[config.mk]
export PLATFORM = sky130hd
export DESIGN_NAME = p_inv_seq
export DESIGN_NICKNAME = d
export VERILOG_FILES = /design/src/rtl/p_inv_seq.sv
export SDC_FILE = /design/constraint.sdc
export NUM_CORES = 2
export LEC_CHECK = 0
export CAP_MARGIN = 20
export CORE_ASPECT_RATIO = 2
export CORE_MARGIN = 5
export CORE_UTILIZATION = 35
export CTS_CLUSTER_DIAMETER = 120
export DETAILED_ROUTE_END_ITERATION = 8
export HOLD_SLACK_MARGIN = 0.02
export PLACE_DENSITY = 0.56
export SETUP_SLACK_MARGIN = 0.2
export SLEW_MARGIN = 20
export SYNTH_ARGS = -nofsm -noshare
export SYNTH_HDL_FRONTEND = slang
export SYNTH_SLANG_ARGS = --single-unit
[constraint.sdc]
create_clock -name clock_i -period 6.5 [get_ports clock_i]
set_input_delay 1.3 -clock clock_i [delete_from_list [all_inputs] [get_ports clock_i]]
set_output_delay 1.3 -clock clock_i [all_outputs]
set_load 0.005 [all_outputs]
[src/rtl/p_inv_seq.sv]
// Inverse of the 320-bit permutation, one inverse round per clock.
// Undoes forward rounds ROUND_LAST down to round_start_i. Each inverse round
// applies the inverse linear layer, then the inverse S-box, then removes the
// round constant.
module p_inv_seq #(
  parameter int unsigned ROUND_LAST = 11
) (
  input  logic             clock_i,
  input  logic             resetb_i,
  input  logic             start_i,
  input  logic [3:0]       round_start_i,
  input  logic [4:0][63:0] state_i,
  output logic [4:0][63:0] state_o,
  output logic             busy_o,
  output logic             done_o
);

  localparam logic [3:0] RoundLast = 4'(ROUND_LAST);

  localparam logic [4:0] InvSbox [32] = '{
    5'd20, 5'd26, 5'd7,  5'd13, 5'd0,  5'd9,  5'd14, 5'd18,
    5'd10, 5'd6,  5'd29, 5'd1,  5'd25, 5'd21, 5'd19, 5'd30,
    5'd24, 5'd22, 5'd11, 5'd17, 5'd3,  5'd5,  5'd28, 5'd31,
    5'd23, 5'd27, 5'd4,  5'd8,  5'd15, 5'd12, 5'd16, 5'd2
  };

  typedef enum logic [1:0] {StIdle, StRun, StDone} fsm_e;

  fsm_e             fsm_q;
  logic [3:0]       cnt_q;
  logic [3:0]       round_first_q;
  logic [4:0][63:0] st_q;
  logic [4:0][63:0] st_round;
  logic             busy_q;
  logic             done_q;

  function automatic logic [63:0] ror64(input logic [63:0] x, input int unsigned r);
    logic [127:0] xx;
    xx = {x, x} >> r;
    return xx[63:0];
  endfunction

  // The forward map is multiplication by 1+u in GF(2)[z]/(z^64+1) with u^64 = 0,
  // so its inverse is (1+u)^63 = prod over k=0..5 of (1+u^(2^k)); squaring just
  // doubles the rotation amounts (mod 64).
  function automatic logic [63:0] sigma_inv(input logic [63:0] x, input int unsigned a,
                                            input int unsigned b);
    logic [63:0] y;
    int unsigned ra;
    int unsigned rb;
    y  = x;
    ra = a;
    rb = b;
    for (int k = 0; k < 6; k++) begin
      y  = y ^ ror64(y, ra) ^ ror64(y, rb);
      ra = (ra * 2) % 64;
      rb = (rb * 2) % 64;
    end
    return y;
  endfunction

  function automatic logic [4:0][63:0] inv_round(input logic [4:0][63:0] s,
                                                 input logic [3:0] i);
    logic [4:0][63:0] t;
    logic [4:0][63:0] u;
    logic [4:0]       v;
    logic [4:0]       o;
    t[0] = sigma_inv(s[0], 19, 28);
    t[1] = sigma_inv(s[1], 61, 39);
    t[2] = sigma_inv(s[2], 1, 6);
    t[3] = sigma_inv(s[3], 10, 17);
    t[4] = sigma_inv(s[4], 7, 41);
    u = '0;
    // Word 0 supplies the MSB of each 5-bit column.
    for (int k = 0; k < 64; k++) begin
      v = {t[0][k], t[1][k], t[2][k], t[3][k], t[4][k]};
      o = InvSbox[v];
      u[0][k] = o[4];
      u[1][k] = o[3];
      u[2][k] = o[2];
      u[3][k] = o[1];
      u[4][k] = o[0];
    end
    u[2][7:0] = u[2][7:0] ^ {~i, i};
    return u;
  endfunction

  // Inverse round for the current counter value.
  always_comb begin
    st_round = inv_round(st_q, cnt_q);
  end

  // Control FSM; state, counter and outputs all registered.
  always_ff @(posedge clock_i or negedge resetb_i) begin
    if (!resetb_i) begin
      fsm_q         <= StIdle;
      cnt_q         <= 4'd0;
      round_first_q <= 4'd0;
      st_q          <= '0;
      busy_q        <= 1'b0;
      done_q        <= 1'b0;
    end else begin
      unique case (fsm_q)
        StIdle: begin
          if (start_i) begin
            st_q <= state_i;
            if (round_start_i > RoundLast) begin
              // Nothing to undo: report completion straight away.
              fsm_q  <= StDone;
              done_q <= 1'b1;
            end else begin
              cnt_q         <= RoundLast;
              round_first_q <= round_start_i;
              fsm_q         <= StRun;
              busy_q        <= 1'b1;
            end
          end
        end
        StRun: begin
          st_q <= st_round;
          if (cnt_q == round_first_q) begin
            fsm_q  <= StDone;
            busy_q <= 1'b0;
            done_q <= 1'b1;
          end else begin
            cnt_q <= cnt_q - 4'd1;
          end
        end
        StDone: begin
          done_q <= 1'b0;
          fsm_q  <= StIdle;
        end
        default: begin
          fsm_q  <= StIdle;
          busy_q <= 1'b0;
          done_q <= 1'b0;
        end
      endcase
    end
  end

  assign state_o = st_q;
  assign busy_o  = busy_q;
  assign done_o  = done_q;

endmodule

==> metrics.md <==
| Metric | Value |
|---|---|
| Worst EP arrival | between 6000 and 7000 ps |
| Via count | about 63000 |
| Synth top area share | 0.203 |
| Total CTS buffers | 46 |
| Clock-pin slew on the worst setup and hold paths | around 70 ps |
| Worst-margin pin slew | 1270 ps |
| Cell family with most CP delay | XOR/XNOR gates |
| Final setup fails | 0 |
| Longest Clk Path Bufs | 3 |
| Count leader, synth | xnor2_1 |
| ANT nets after route | 0 |
| Largest net degree at the start of global routing | 98 |
| Run status | finished, final reports clean |
| RSZ-0062 raised after global routing | no |
| Worst Skew | between 30 and 40 ps |
| Root Driver | clkbuf_16 |
| Top FF cell, synth | dfrtp_1 |
| Number of synthesis warnings | 0 |
| WL/cell | between 30 and 40 um |
| Crit. End Element | flop |
| Die height | ~640 um |
| Cell area after layout | 84300 um^2 |
| CTS Sinks | between 300 and 400 |
| DP Wirelength | ~350 mm |
| Die Area | 211000 um^2 |
| Starting Density | 0.352 |
| Post-CTS Setup Repair Bufs | 0 |
| WL final | 410 mm |
| DR iter-0 viols | around 7200 |
| Core Util, Final | 0.421 |
| Grt ovf | 0 |
| Syn Inst Count | between 7000 and 8000 |
| Period utilization | 0.921 |
| Worst-Skew Late Latency | roughly 730 ps |
| Worst path required time | about 7100 ps |
| R2R setup slack | 510 ps |
| Worst Setup Start Kind | flop |
| Seq/Total Area, Yosys | 0.118 |
| Routability cong. | roughly 1.1 |
| Final #Nets | 8658 |
| Top Ports | ~650 |
| Worst hold path class | input port to async pin |
| CORE AREA | approximately 200000 um^2 |
| Syn Nets | between 7000 and 8000 |
| Worst R2R Start | state_o[300] |
| Synth async-reset ratio | 1.00 |
| Mapped Area | approximately 70000 um^2 |
| CTS tree | built |
| Layout cells sized above 1 | 0.111 |
| Vias in the first global route | 60900 |
| Worst hold slack | ~500 ps |
| Max Slew Vio Count | 0 |
| # rows | 232 |
| Max_cap viols | 0 |
| EDFF count, synth | 0 |
| H-tree Lvls | 2 |
| Max stage delay cell, worst path | xnor3_1 |
| Detailed-route DRC error count | 0 |
| Max FO, Critical Path | 10 |
| Fmax | 167 MHz |
| I/O Buffers | about 650 |
| Vias/cell | between 5 and 6 |
| Slowest cell delay on critical path | roughly 720 ps |
| Yosys reg bits | 332 |
| First-pass GRT wire length | approximately 540 mm |
| Crit path cell chain | xnor3_1, xnor3_1, xnor2_1, buf_4, xor3_1, xor3_1, xnor2_2, buf_4, xor2_1, inv_1, ha_1, or2_2, mux2i_1, mux2i_1, a221oi_1, o21ai_1 |
| Dominant cells by area after synthesis | xnor3_1, xnor2_1, dfrtp_1, ha_1, xor3_1 |
| TritonRoute pass-1 iters | 6 |
| Synth top cells by count | xnor2_1, xnor3_1, xor2_1 |
| Post-layout min period | 5990 ps |
| Critical path buffer and inverter count | 3 |
| Initial antenna violation count | between 40 and 50 |
| Die X | roughly 330 um |
| RR Endpoint | state_o[111] |
| Placed cell areas | around 82000 um^2 |
| Worst R2R Path Depth | 16 |
| PostCTS Resize Cnt | 0 |
| Syn Area/Cell | between 9 and 10 um^2 |
| P&R area growth vs syn | 19.7% |
| Tot GR Track Use | 0.372 |
| Setup total negative slack | 0 ps |
| Hold Vio Cnt, Final | 0 |
| Crit Path Class | flop to flop |
| Largest area contributor in the netlist | xnor3_1 |
| Worst rel slew slack | 0.153 |
| Unique masters post-synth | between 80 and 90 |
| Hold buffers post-CTS | 0 |
## logic make-up after synthesis
family          after synthesis  share of synthesized area
xor+xnor                   2413                      0.478
compound gates             1565                      0.138
mux                         375                     0.0637
fa+ha+maj                   441                     0.0784
simple gates               1304                     0.0835
buf+inv                     710                     0.0403
flops                       332                      0.118
## flip-flops by register name (all words and copies together), names as in the netlist
name,flops
fsm_q,2
state_o,320
cnt_q,4
busy_o,1
done_o,1
round_first_q,4
## worst max path at each step
| stage | startpoint | slack [ps] | endpoint | cells after the start |
|---|---|---|---|---|
| 4_1_cts | state_o[300] | 690 | state_o[309] | 15 |
| 5_1_grt | state_o[300] | 440 | state_o[111] | 16 |
| 6_report | state_o[300] | 510 | state_o[111] | 16 |
| 3_5_place_dp | state_o[300] | 710 | state_o[309] | 15 |
| 3_3_place_gp | state_o[239] | 430 | state_o[81] | 14 |
| 2_1_floorplan | state_o[311] | 1780 | state_o[307] | 14 |
## per-stage QoR
step                      std cells  worst slack [ps]
after floorplan                7140              1780
after CTS                     10500               688
final                         10500               515
after global placement        10400               435
after global routing          10500               438
after detailed placement      10400               706
## layout by cell type, fill, tap and decap left out, drive strengths merged, types with 17 or more instances in the layout
| cell | count |
|---|---|
| mux2i | 277 |
| a31oi | 51 |
| mux2 | 44 |
| o21a | 18 |
| clkdlybuf4s50 | 647 |
| o311ai | 27 |
| nor2 | 446 |
| a21o | 21 |
| nor2b | 39 |
| o21ai | 452 |
| a221oi | 21 |
| mux4 | 54 |
| o2111ai | 17 |
| o31ai | 23 |
| ha | 441 |
| or3 | 59 |
| nand2b | 62 |
| a211oi | 88 |
| clkbuf | 56 |
| nand3 | 55 |
| a22oi | 54 |
| nand2 | 406 |
| xnor2 | 1116 |
| nor3 | 105 |
| a21oi | 401 |
| o22ai | 135 |
| inv | 284 |
| and3 | 55 |
| o22a | 17 |
| dfrtp | 332 |
| xnor3 | 648 |
| xor2 | 463 |
| buf | 486 |
| and2 | 25 |
| o211ai | 83 |
| diode | 48 |
| xor3 | 186 |
## layer usage
| metal | up-vias | part of all wire | track usage |
|---|---|---|---|
| met5 | - | 0.00013 | 0.000231 |
| met4 | 10 | 0.14 | 0.421 |
| li1 | 26700 | - | - |
| met2 | 3539 | 0.45 | 0.599 |
| met1 | 31600 | 0.32 | 0.379 |
| met3 | 1135 | 0.078 | 0.0757 |
## layout make-up
class | count | area [um^2]
clock buffer | 56 | 1250
fill | 19400 | 116000
clock inverter | 29 | 390
antenna | 48 | 120
sequential | 332 | 8310
inverter | 279 | 1050
multi-input combinational | 6098 | 59700
tap | 2574 | 3220
timing repair buffer | 1133 | 10300
## worst reg2reg max path, stage by stage (launching register included)
cell and delay, ps:
dfrtp_1 550, xnor3_1 730, xnor3_1 490, xnor2_1 620, buf_4 290, xor3_1 290
xor3_1 450, xnor2_2 170, buf_4 220, xor2_1 520, inv_1 270, ha_1 330
or2_2 290, mux2i_1 130, mux2i_1 120, a221oi_1 290, o21ai_1 100
Power is not shown: default switching activity piles up to over one toggle a cycle in this logic, so the estimate is an artifact.
